==> src/rtl/relu_result_writeback_if.sv <==
// Buffer write port carried from relu_result_writeback to the result buffer.
// A word moves when wr_valid and wr_ready are both high on a rising clock edge.
interface relu_result_writeback_if #(
  parameter int WIDTH      = 16,
  parameter int ADDR_WIDTH = 10
);
  logic                  wr_valid;
  logic                  wr_ready;
  logic [ADDR_WIDTH-1:0] wr_addr;
  logic [WIDTH-1:0]      wr_data;

  modport master (
    output wr_valid,
    output wr_addr,
    output wr_data,
    input  wr_ready
  );

  modport slave (
    input  wr_valid,
    input  wr_addr,
    input  wr_data,
    output wr_ready
  );
endinterface

==> src/rtl/relu_result_writeback.sv <==
// relu_result_writeback: captures a finished relu vector and its lane mask on
// done_in, then drains the active lanes in ascending order into the buffer
// write port, one word per handshake, and ends with a one-cycle wb_done.
// A done_in that arrives while a vector is still being drained is dropped
// and latches the sticky overflow flag.
// Optional build macro: WB_ZERO_SKIP_EN -- lanes whose captured value is
// exactly zero are removed from the drain set, so zeros are never written.
module relu_result_writeback #(
  parameter int WIDTH      = 16,
  parameter int NUM_UNITS  = 16,
  parameter int ADDR_WIDTH = 10
) (
  input  logic                       clk,
  input  logic                       reset,
  input  logic                       done_in,
  input  logic [NUM_UNITS*WIDTH-1:0] relu_in,
  input  logic [NUM_UNITS-1:0]       active_in,
  input  logic [ADDR_WIDTH-1:0]      base_addr,
  relu_result_writeback_if.master    wr_bus,
  output logic                       busy,
  output logic                       wb_done,
  output logic                       overflow
);

  localparam int SEL_W = (NUM_UNITS > 1) ? $clog2(NUM_UNITS) : 1;

  typedef enum logic [1:0] {
    IDLE,
    SCAN,
    FIN
  } state_t;

  state_t                     state;
  logic [NUM_UNITS*WIDTH-1:0] data_q;
  logic [NUM_UNITS-1:0]       pend_q;
  logic [ADDR_WIDTH-1:0]      base_q;
  logic [SEL_W-1:0]           sel_q;

  logic                       wr_valid_q;
  logic [ADDR_WIDTH-1:0]      wr_addr_q;
  logic [WIDTH-1:0]           wr_data_q;

  logic [NUM_UNITS-1:0]       capture_mask;
  logic [NUM_UNITS-1:0]       pend_after;
  logic [SEL_W-1:0]           head_sel;
  logic [SEL_W-1:0]           next_sel;

  // Index of the lowest set bit; returns 0 for an empty mask (callers check
  // for an empty mask separately).
  function automatic logic [SEL_W-1:0] lowest_set(input logic [NUM_UNITS-1:0] mask);
    lowest_set = '0;
    for (int i = NUM_UNITS - 1; i >= 0; i--) begin
      if (mask[i]) lowest_set = SEL_W'(i);
    end
  endfunction

  // Lane set taken at capture time; with zero skipping, zero-valued lanes drop out.
  always_comb begin
    capture_mask = active_in;
`ifdef WB_ZERO_SKIP_EN
    for (int i = 0; i < NUM_UNITS; i++) begin
      if (relu_in[i*WIDTH +: WIDTH] == '0) capture_mask[i] = 1'b0;
    end
`endif
  end

  // Lane to present on entry to the drain, and the lane that follows a handshake.
  always_comb begin
    pend_after        = pend_q;
    pend_after[sel_q] = 1'b0;
    head_sel          = lowest_set(pend_q);
    next_sel          = lowest_set(pend_after);
  end

  // Capture/drain/finish sequencer with registered write port and status outputs.
  always_ff @(posedge clk) begin
    if (reset) begin
      state      <= IDLE;
      data_q     <= '0;
      pend_q     <= '0;
      base_q     <= '0;
      sel_q      <= '0;
      wr_valid_q <= 1'b0;
      wr_addr_q  <= '0;
      wr_data_q  <= '0;
      busy       <= 1'b0;
      wb_done    <= 1'b0;
      overflow   <= 1'b0;
    end else begin
      wb_done <= 1'b0;
      if (done_in && state != IDLE) overflow <= 1'b1;

      case (state)
        IDLE: begin
          if (done_in) begin
            data_q <= relu_in;
            pend_q <= capture_mask;
            base_q <= base_addr;
            busy   <= 1'b1;
            state  <= SCAN;
          end
        end

        SCAN: begin
          if (!wr_valid_q) begin
            if (pend_q == '0) begin
              busy    <= 1'b0;
              wb_done <= 1'b1;
              state   <= FIN;
            end else begin
              sel_q      <= head_sel;
              wr_valid_q <= 1'b1;
              wr_addr_q  <= base_q + ADDR_WIDTH'(head_sel);
              wr_data_q  <= data_q[head_sel*WIDTH +: WIDTH];
            end
          end else if (wr_bus.wr_ready) begin
            pend_q <= pend_after;
            if (pend_after == '0) begin
              wr_valid_q <= 1'b0;
              busy       <= 1'b0;
              wb_done    <= 1'b1;
              state      <= FIN;
            end else begin
              sel_q     <= next_sel;
              wr_addr_q <= base_q + ADDR_WIDTH'(next_sel);
              wr_data_q <= data_q[next_sel*WIDTH +: WIDTH];
            end
          end
        end

        FIN: begin
          state <= IDLE;
        end

        default: begin
          state <= IDLE;
        end
      endcase
    end
  end

  assign wr_bus.wr_valid = wr_valid_q;
  assign wr_bus.wr_addr  = wr_addr_q;
  assign wr_bus.wr_data  = wr_data_q;

endmodule

==> src/flat_wrapper.sv <==
// flat-port wrapper written by rule: the top's interface ports become plain ports
module relu_result_writeback_flat 
#(
  parameter int WIDTH      = 16,
  parameter int NUM_UNITS  = 16,
  parameter int ADDR_WIDTH = 10
)
  (clk, reset, done_in, relu_in, active_in, base_addr, busy, wb_done, overflow, wr_bus_wr_valid, wr_bus_wr_addr, wr_bus_wr_data, wr_bus_wr_ready);
  relu_result_writeback_if #(.WIDTH(WIDTH), .ADDR_WIDTH(ADDR_WIDTH)) wr_bus_i ();
  input  logic clk;
  input  logic reset;
  input  logic done_in;
  input  logic [NUM_UNITS*WIDTH-1:0] relu_in;
  input  logic [NUM_UNITS-1:0] active_in;
  input  logic [ADDR_WIDTH-1:0] base_addr;
  output logic busy;
  output logic wb_done;
  output logic overflow;
  output wire logic [$bits(wr_bus_i.wr_valid)-1:0] wr_bus_wr_valid;
  output wire logic [$bits(wr_bus_i.wr_addr)-1:0] wr_bus_wr_addr;
  output wire logic [$bits(wr_bus_i.wr_data)-1:0] wr_bus_wr_data;
  input wire logic [$bits(wr_bus_i.wr_ready)-1:0] wr_bus_wr_ready;
  assign wr_bus_wr_valid = wr_bus_i.wr_valid;
  assign wr_bus_wr_addr = wr_bus_i.wr_addr;
  assign wr_bus_wr_data = wr_bus_i.wr_data;
  assign wr_bus_i.wr_ready = wr_bus_wr_ready;
  relu_result_writeback #(.WIDTH(WIDTH), .NUM_UNITS(NUM_UNITS), .ADDR_WIDTH(ADDR_WIDTH)) u_core (.clk(clk), .reset(reset), .done_in(done_in), .relu_in(relu_in), .active_in(active_in), .base_addr(base_addr), .wr_bus(wr_bus_i), .busy(busy), .wb_done(wb_done), .overflow(overflow));
endmodule
==> config.mk <==
export PLATFORM = sky130hd
export DESIGN_NAME = relu_result_writeback_flat
export DESIGN_NICKNAME = d
export VERILOG_FILES = /design/src/rtl/relu_result_writeback_if.sv /design/src/rtl/relu_result_writeback.sv /design/src/flat_wrapper.sv
export SDC_FILE = /design/constraint.sdc
export NUM_CORES = 1
export LEC_CHECK = 0
export ABC_AREA = 1
export CORE_MARGIN = 4
export CORE_UTILIZATION = 51
export DETAILED_ROUTE_END_ITERATION = 8
export GPL_ROUTABILITY_DRIVEN = 0
export GPL_TIMING_DRIVEN = 0
export PLACE_DENSITY = 0.85
export SKIP_CTS_REPAIR_TIMING = 1
export SYNTH_ARGS = -nofsm -noshare
export SYNTH_HDL_FRONTEND = slang
export SYNTH_SLANG_ARGS = --single-unit
export TNS_END_PERCENT = 5
==> constraint.sdc <==
create_clock -name clk -period 4.36 [get_ports clk]
set_input_delay 0.654 -clock clk [delete_from_list [all_inputs] [get_ports clk]]
set_output_delay 0.654 -clock clk [all_outputs]
set_load 0.02 [all_outputs]
# Word level (Yosys, flattened, before mapping)
# Cells that the tools add are included.
word_totals:
  ff_bits: 318
  latch_bits: 0
  ramBits: 0
  rom_bits: 0
  inputBits: 286
  out_inout_bits: 30
  word_cells: 113
  mem_count: 0
op_classes:
  addsub: 2
  multipliers: 0
  n_div: 0
  magnitude_cmp: 2
  n_eq_ne: 10
  shift: 2
  mux: 70
  bitwise_logic: 3
  n_reduce_logical: 13
op_table:
  columns: ["cell", "n"]
  rows:
  - ["$shiftx 256x9->16", 2]
  - ["$mux 4", 36]
  - ["$mux 16", 7]
  - ["$mux 10", 4]
  - ["$logic_not 16->1", 2]
  - ["$pmux 16 s2", 1]
  - ["$add 10x4->10", 2]
  - ["$and 16x16->16", 1]
  - ["$not 16->16", 1]
  - ["$mux 1", 14]
  - ["$reduce_and 4->1", 3]
  - ["$mux 2", 5]
  - ["$ne 2x2->1 const B", 4]
  - ["$ne 3x3->1 const B", 2]
  - ["$lt 4x5->1 const B", 1]
  - ["$reduce_and 5->1", 1]
  - ["$demux 1 s4", 1]
  - ["$ge 4x1->1 const B", 1]
  - ["$ne 2x1->1 const B", 2]
  - ["$pmux 2 s2", 1]
  - ["$reduce_bool 2->1", 2]
  - ["$ne 3x1->1 const B", 1]
  - ["$eq 2x1->1 const B", 1]
  - ["$logic_and 1x1->1", 2]
  - ["5 further kinds", 5]

# Logic depth before layout (Yosys ltp)
# Gate-level depths: netlist of run 1.
depth:
  ltp_word: 26
  mapped_depth: 33
  mapped_depth_nobuf: 31

# Worst setup path before layout of run 1
# Ideal clock, no wire load.
synth_path:
  path_kind: "register -> register"
  startpoint: "register u_core.sel_q[1]"
  endpoint: "register u_core.wr_addr_q[8] (netlist: u_core.wr_bus.wr_addr[8])"
  setup_time_ns: 0.070
  t_arrival_ns: 3.212
  t_required_ns: 4.290
  setup_slack_ns: 1.079
  path_stages_with_launch: 31
  path_buffers: 2
  period_less_slack_ns: 3.281
  path_cell_list: "dfxtp_1 > inv_1 > nor2_1 > nand2_1 > nand2_1 > nand2_1 > nand2_1 > nand2_1 > nand2_1 > nand2_1 > nand2_1 > nand2_1 > nand2_1 > nand2_1 > nand2_1 > nand2_1 > nand2_1 > nand2_1 > nand2_1 > nand2_2 > nand2_4 > buf_6 > buf_2 > ha_1 > inv_1 > fa_1 > o21ai_0 > nand3_1 > nand3b_1 > xor2_1 > a21oi_1"
synth_between:
  elab_chain_cells: 26
  word_cells_on_any_way: 30
  classes_between: "add/sub (1); order compare (2); eq/ne (1); mux (21); bitwise (2); reduce/logical (3)"
synth_lines:
  columns: ["element", "line_no", "rtl"]
  rows:
  - ["from (decl)", "relu_result_writeback.sv:37", "logic [SEL_W-1:0] sel_q;"]
  - ["from (signal assigned)", "relu_result_writeback.sv:111", "sel_q <= head_sel;"]
  - ["from (signal assigned)", "relu_result_writeback.sv:124", "sel_q <= next_sel;"]
  - ["$lt 4x5->1 (implied by the code) or $ge 4x1->1 (tied branches)", "relu_result_writeback.sv:70", "pend_after[sel_q] = 1'b0;"]
  - ["$logic_and 1x1->1 (implied by the code)", "relu_result_writeback.sv:70", null]
  - ["$mux 1 (implied by the code)", "relu_result_writeback.sv:70", null]
  - ["$demux 1 s4 (*)", null, null]
  - ["$not 16->16 (no source line) (*)", null, null]
  - ["$and 16x16->16 (no source line) (*)", null, null]
  - ["$mux 4 (16 in series)", "relu_result_writeback.sv:53", "if (mask[i]) lowest_set = SEL_W'(i);"]
  - ["$add 10x4->10", "relu_result_writeback.sv:125", "wr_addr_q <= base_q + ADDR_WIDTH'(next_sel);"]
  - ["$mux 10", "relu_result_writeback.sv:118", "if (pend_after == '0) begin"]
  - ["$mux 10", "relu_result_writeback.sv:116", "end else if (wr_bus.wr_ready) begin"]
  - ["$mux 10", "relu_result_writeback.sv:105", "if (!wr_valid_q) begin"]
  - ["to (signal assigned)", "relu_result_writeback.sv:113", "wr_addr_q <= base_q + ADDR_WIDTH'(head_sel);"]
  - ["to (signal assigned)", "relu_result_writeback.sv:125", null]
  - ["to (decl)", "relu_result_writeback.sv:40", "logic [ADDR_WIDTH-1:0] wr_addr_q;"]
# Every way passes the cells marked *; elsewhere a longest branch is shown, timed or not. The select of a mux whose other input is x is not followed.
# A chain may end at the register's enable or synchronous reset.

# Final worst setup path of run 1
layout_path:
  startpoint: "register u_core.sel_q[3]"
  endpoint: "register u_core.wr_addr_q[9] (netlist: u_core.wr_bus.wr_addr[9])"
# Same word-level chain as after synthesis.

==> run metrics, run 1 <==
leading area contributor after synthesis dfxtp_1; first-pass GRT wire length 78.4 mm; global route overflow 0; vias in the first global route 15200; initial core utilization 51.7%; Worst Setup Path Type flop to flop; Final Hold Vio Count 0; Max Slew Vio Count 0; Slowest cell on crit path dfxtp_1; design area 0.0190 mm2; area post-placement 0.0180 mm2; total track usage 32.0%; worst-skew pair later-pin latency 0.56 ns; Area growth syn-to-layout 32.2%; global-route met2 utilization 55.6%; worst min path class flop to flop; Die Y-Extent 176 um; Synth Warn # 0; # rows 61; CP max FO 10; slew margin rel. 32.2%; flops & latches, synth 318; Worst Max-Slew Pin Slew 1.02 ns; power density cells 460 mW/mm2; top post-synthesis cells by count 368 x o21ai_0, 318 x dfxtp_1, 254 x nand2_1, 239 x nor2_1; initial antenna violation count 0; core area 0.0278 mm2; TNS Setup 0 ns; DRC 0; Bufs on Longest Clock Path 3; Finish-stage setup viols 0; max_cap viols 0; XOR/XNOR Fraction of Synth Area 0.488%; CP peak stage delay 0.49 ns; cell mode on critical path nor2_1; Seq/Total Area, Yosys 44.3%; Critical Path RT 4.78 ns; Mapped Cells 2073; mean post-synth cell area 6.93 um2; Peak VDD IR 0.260 mV; fin util 68.3%; Detailed Route WL 52.5 mm; Clock Pin Slew Worst Setup and Hold Paths 0.06 ns; Diodes inserted 0; post-DP HPWL 40.1 mm; Die W 176 um; CP arrival 4.53 ns; grt met3 use 6.84%; Compound-Gate Fraction of Synth Area 23.9%; Buffers on Ports 314; Synth Area in Adders 0.488%; die area 0.0309 mm2; most frequent cell after synthesis o21ai_0; antenna viol nets, final 0; nets 2716; io pins 316; outcome complete, no violations; via count 15800; Max Freq 243 MHz; skew final 0.0190 ns; synth top area cells dfxtp_1 44%, o21ai_0 13%, a21oi_1 7.8%; syn nets 2364; htree depth 1; CTS Sinks 318; CTS tree done; Netlist Area Pre-Place 0.0144 mm2; multiplexer area fraction after synthesis 0%; Most used DFF post-synth dfxtp_1; final worst-path cycle share 94.2%; met1 GRT Util 38.1%; layout cell share with drive strength beyond 1 3.85%; Avg WL per Cell 18.6 um; Num CTS Buffers 31; GRT busiest layer met2; EDFF count, synth 0; Startpoint Class flop; drt initial violations 1918; CTS Root Cell clkbuf_16; Post-Synth Simple-Gate Area 19.9%; pin count of the biggest net entering global routing 15; Distinct cells, synth 37; main combinational cell family by area after synthesis compound AO/OA/AOI/OAI gates; asr flop ratio synth 0%; Yosys top cell area share 44.3%; fin crit period 4.11 ns; Via-to-Cell Ratio 5.61; P_leak 7.76 nW; DR pass1 iterations 6; nature of the critical path endpoint flop
-- worst paths after layout --
| kind | from | endpoint | slack, ns | cells past startpoint |
|---|---|---|---|---|
| setup / recovery | u_core.sel_q[3] | u_core.wr_bus.wr_addr[9] | 0.25 | 25 |
| hold reg to reg | u_core.data_q[102] | u_core.data_q[102] | 0.45 | 2 |
| hold / removal | u_core.data_q[102] | u_core.data_q[102] | 0.45 | 2 |
| setup reg to reg | u_core.sel_q[3] | u_core.wr_bus.wr_addr[9] | 0.25 | 25 |
-- power by group --
group / switching [W] / internal (W)
registers: 0.000137 / 0.00320
clock network: 0.00113 / 0.00150
logic: 0.00177 / 0.00100
total: 0.00304 / 0.00570
-- layout make-up --
cell class | instances | area (um2)
Multi-Input combinational cell | 1369 | 6430
Timing Repair Buffer | 319 | 3180
Buffer | 157 | 707
Inverter | 229 | 860
Tap cell | 378 | 473
Fill cell | 2342 | 8800
Clock inverter | 8 | 92.6
Sequential cell | 318 | 6370
Clock buffer | 44 | 875
-- logic make-up (layout without fill, tap and decap cells) --
group / Yosys count / after routing
AND/OR/NAND/NOR: 691 / 691
AO/OA/AOI/OAI: 665 / 665
buffers and inverters: 386 / 757
flip-flops: 318 / 318
XOR/XNOR: 8 / 8
adder cells (fa/ha/maj): 5 / 5
-- metal layers --
layer,share of wire [%],wire length (um)
met1,37,19400
met2,47,24800
met3,11,5590
met4,5.1,2670
met5,0,0
-- sequential cells by signal, summed over array words and instances, names as in the netlist --
name and flops:
u_core.wr_bus.wr_addr 10, u_core.wr_bus.wr_data 16, u_core.base_q 10, u_core.state 2, u_core.overflow 1, u_core.busy 1
u_core.sel_q 4, u_core.wr_bus.wr_valid 1, u_core.pend_q 16, u_core.data_q 256, u_core.wb_done 1
-- placed cells by master, fill, tap and decap left out, types with 4 or more instances in the layout --
master           instances
o21ai_1                 31
clkdlybuf4s50_1        314
clkbuf_1               120
clkbuf_16               31
clkbuf_8                 5
a31oi_1                 17
buf_1                   14
dfxtp_1                318
buf_4                    5
inv_1                  224
nor2_1                 238
o211ai_1                17
ha_1                     4
nand2_1                254
buf_2                   16
a21oi_1                224
clkinv_2                 5
buf_6                   11
o21ai_0                367
nand3_1                184
xor2_1                   5
-- stage by stage --
step / worst slack (ns) / hold WS (ns) / instances / total power [W]
2_1_floorplan: 1.08 / 0.425 / 2073 / 0.00498
3_3_place_gp: 0.0908 / 0.439 / 2765 / 0.00595
3_5_place_dp: -0.0342 / 0.442 / 2765 / 0.00602
4_1_cts: -0.0542 / 0.451 / 2817 / 0.00861
5_1_grt: -0.00436 / 0.478 / 2822 / 0.00908
6_report: 0.252 / 0.452 / 2822 / 0.00874
-- critical path: cells and delay by family (launching register included) --
family | cells | cell delay (ns)
fa+ha+maj | 1 | 0.34
flops | 1 | 0.49
xor+xnor | 1 | 0.18
simple gates | 12 | 1.06
compound gates | 6 | 1.21
buf+inv | 5 | 0.69
Power figures use the tool's default switching activity.
==> inputs of run 2 (changes only) <==
--- a/config.mk
+++ b/config.mk
@@ -6,12 +6,13 @@
 export NUM_CORES = 1
 export LEC_CHECK = 0
 export ABC_AREA = 1
+export CAP_MARGIN = 5
 export CORE_MARGIN = 4
 export CORE_UTILIZATION = 51
 export DETAILED_ROUTE_END_ITERATION = 8
 export GPL_ROUTABILITY_DRIVEN = 0
 export GPL_TIMING_DRIVEN = 0
-export PLACE_DENSITY = 0.85
+export PLACE_DENSITY = 0.83
 export SKIP_CTS_REPAIR_TIMING = 1
 export SYNTH_ARGS = -nofsm -noshare
 export SYNTH_HDL_FRONTEND = slang
==> run 2 against run 1 <==
Against the previous run:
- utilization rose by 1.1 points
- via count grew 0.50%
- hold slack improved by 0.00094 ns
- register-to-register slack gained 0.06 ns
- critical path depth grew 1
- non-clock buffer count is 3 lower
- flip-flop and latch count stayed put
- total power rose by 7.5%
- largest cell class unchanged
- highest routed layer unchanged
==> run metrics, run 2 (synthesis gave the netlist of run 1 again) <==
core area 0.0278 mm2 (unchanged); most frequent cells in the layout 367 x o21ai_0, 317 x dfxtp_1, 314 x clkdlybuf4s50_1; Area growth syn-to-layout 34.3%; Clock Pin Slew Worst Setup and Hold Paths 0.06 ns (about the same); combinational power share 29.5% (-2.2 points); Largest register FFs 256 (unchanged); NetSw 0.00315 W (+3.7%); first-pass GRT wire length 79.2 mm (+1.0%); Detailed Route WL 53.0 mm (+0.92%); Diodes inserted 0 (unchanged); worst min path class flop to flop; outcome complete, no violations; pin count of the biggest net entering global routing 15 (unchanged); Bufs on Longest Clock Path 3 (unchanged); Critical Path RT 4.76 ns (-0.02 ns); drt initial violations 1830 (-4.6%); Slowest cell on crit path fa_1; Die Y-Extent 176 um (unchanged); pre-CTS setup slack 0.0308 ns (+0.0650 ns); Worst Setup Path Type flop to flop; CTS Sinks 318 (unchanged); vias in the first global route 15400 (+1.5%); Startpoint Class flop; Finish-stage setup viols 0 (unchanged); initial antenna violation count 0 (unchanged); delay-heaviest family, CP simple AND/OR/NAND/NOR gates; Final WS setup 0.313 ns (+0.0611 ns); io pins 316 (unchanged); CP peak stage delay 0.46 ns (-0.03 ns); Die W 176 um (unchanged); Buffers on Ports 314 (unchanged); Peak VDD IR 0.269 mV (+3.3%); CP Buf/Inv Count 3 (-2); DRC 0 (unchanged); fin cells 2829 (+0.25%); P_leak 7.90 nW (+1.8%); htree depth 2 (+1); Worst Hold Margin 0.453 ns (+0.000945 ns); CTS Root Cell clkbuf_16; post-DP HPWL 40.0 mm (-0.14%); CP max FO 10 (unchanged); global route overflow 0 (unchanged); Final Hold Vio Count 0 (unchanged); Max Slew Vio Count 0 (unchanged); dpl cells 2765 (unchanged); unrepaired setup endpoints after global routing no; Num CTS Buffers 34 (+9.7%); via count 15900 (+0.50%); nets 2716 (unchanged); max_cap viols 0 (unchanged); Via-to-Cell Ratio 5.62 (+0.25%); cell mode on critical path nand2_1; # rows 61 (unchanged); total track usage 32.3% (+0.37 points); area post-placement 0.0180 mm2 (unchanged); final worst-path cycle share 92.8% (-1.4 points); Pint 0.00624 W (+9.5%); Max Freq 247 MHz (+1.5%); power density cells 487 mW/mm2 (+5.8%); die area 0.0309 mm2 (unchanged); slew margin rel. 32.6% (+0.40 points); clock share of power 34.9% (+4.8 points); Sw Ratio 33.5% (-1.2 points); initial core utilization 51.7% (unchanged); design area 0.0193 mm2 (+1.6%); layout cell share with drive strength beyond 1 4.37% (+0.52 points); fin crit period 4.05 ns (-0.0611 ns); nature of the critical path endpoint flop; CTS tree done; worst-skew pair later-pin latency 0.53 ns (-0.03 ns); CP arrival 4.44 ns (-0.09 ns); antenna viol nets, final 0 (unchanged); Worst Max-Slew Pin Slew 1.01 ns (-0.00600 ns); DR pass1 iterations 8 (+2); Avg WL per Cell 18.7 um (+0.67%); fin util 69.4% (+1.1 points); Top reg by flops u_core.data_q; commonest non-fill, non-tap cell in the layout o21ai_0; sequential share of power 35.5% (-2.7 points); skew final 0.0280 ns (+0.00901 ns)
==> run 2: cell types whose count changed in the layout (fill, tap and decap cells not counted), sizes merged <==
cell	before	now
buf	47	46
bufinv	2	8
clkbuf	159	157
clkinv	7	11
==> run 2: routing by layer <==
| layer | vias up | global-route usage, % | part of all wire [%] |
|---|---|---|---|
| li1 | 7522 | - | - |
| met1 | 7234 | 39.6 | 38 |
| met2 | 976 | 54.3 | 46 |
| met3 | 181 | 6.87 | 10 |
| met4 | 0 | 15.7 | 5.3 |
| met5 | - | 0 | 0 |
==> run 2: layout make-up <==
| class | count | area (um2) |
|---|---|---|
| timing repair buffer | 318 | 3170 |
| fill | 2263 | 8500 |
| inverter | 229 | 863 |
| multi-input combinational | 1369 | 6430 |
| clock inverter | 18 | 317 |
| buffer | 155 | 697 |
| sequential | 318 | 6370 |
| tap | 378 | 473 |
| clock buffer | 44 | 960 |
==> run 2: tightest hold or removal path, delay by kind of cell, from the launching register on <==
family / cells / cell delay [ns]
flip-flops: 1 / 0.30
buffers and inverters: 1 / 0.06
AO/OA/AOI/OAI: 1 / 0.05
==> run 2: through the flow <==
| step | setup TNS, ns | total power [W] |
|---|---|---|
| 6_report | 0 | 0.00939 |
| 5_1_grt | 0 | 0.00975 |
| 4_1_cts | -0.00680 | 0.00927 |
| 3_5_place_dp | 0 | 0.00603 |
| 3_3_place_gp | 0 | 0.00597 |
| 2_1_floorplan | 0 | 0.00498 |
==> run 2: path summary, 6_finish.rpt <==
path / from / to / slack (ns) / cells after the start
max: u_core.sel_q[3] / u_core.wr_bus.wr_addr[8] / 0.31 / 26
min: u_core.data_q[153] / u_core.data_q[153] / 0.45 / 2
max reg2reg: u_core.sel_q[3] / u_core.wr_bus.wr_addr[8] / 0.31 / 26
min reg2reg: u_core.data_q[153] / u_core.data_q[153] / 0.45 / 2
==> run 2: power by group through the flow <==
stage,Clock (W),Combinational [W],Sequential [W]
after floorplan,0,0.00159,0.00340
after global placement,0,0.00259,0.00338
after detailed placement,0,0.00264,0.00339
after CTS,0.00327,0.00267,0.00333
after global routing,0.00340,0.00299,0.00336
final,0.00328,0.00277,0.00334
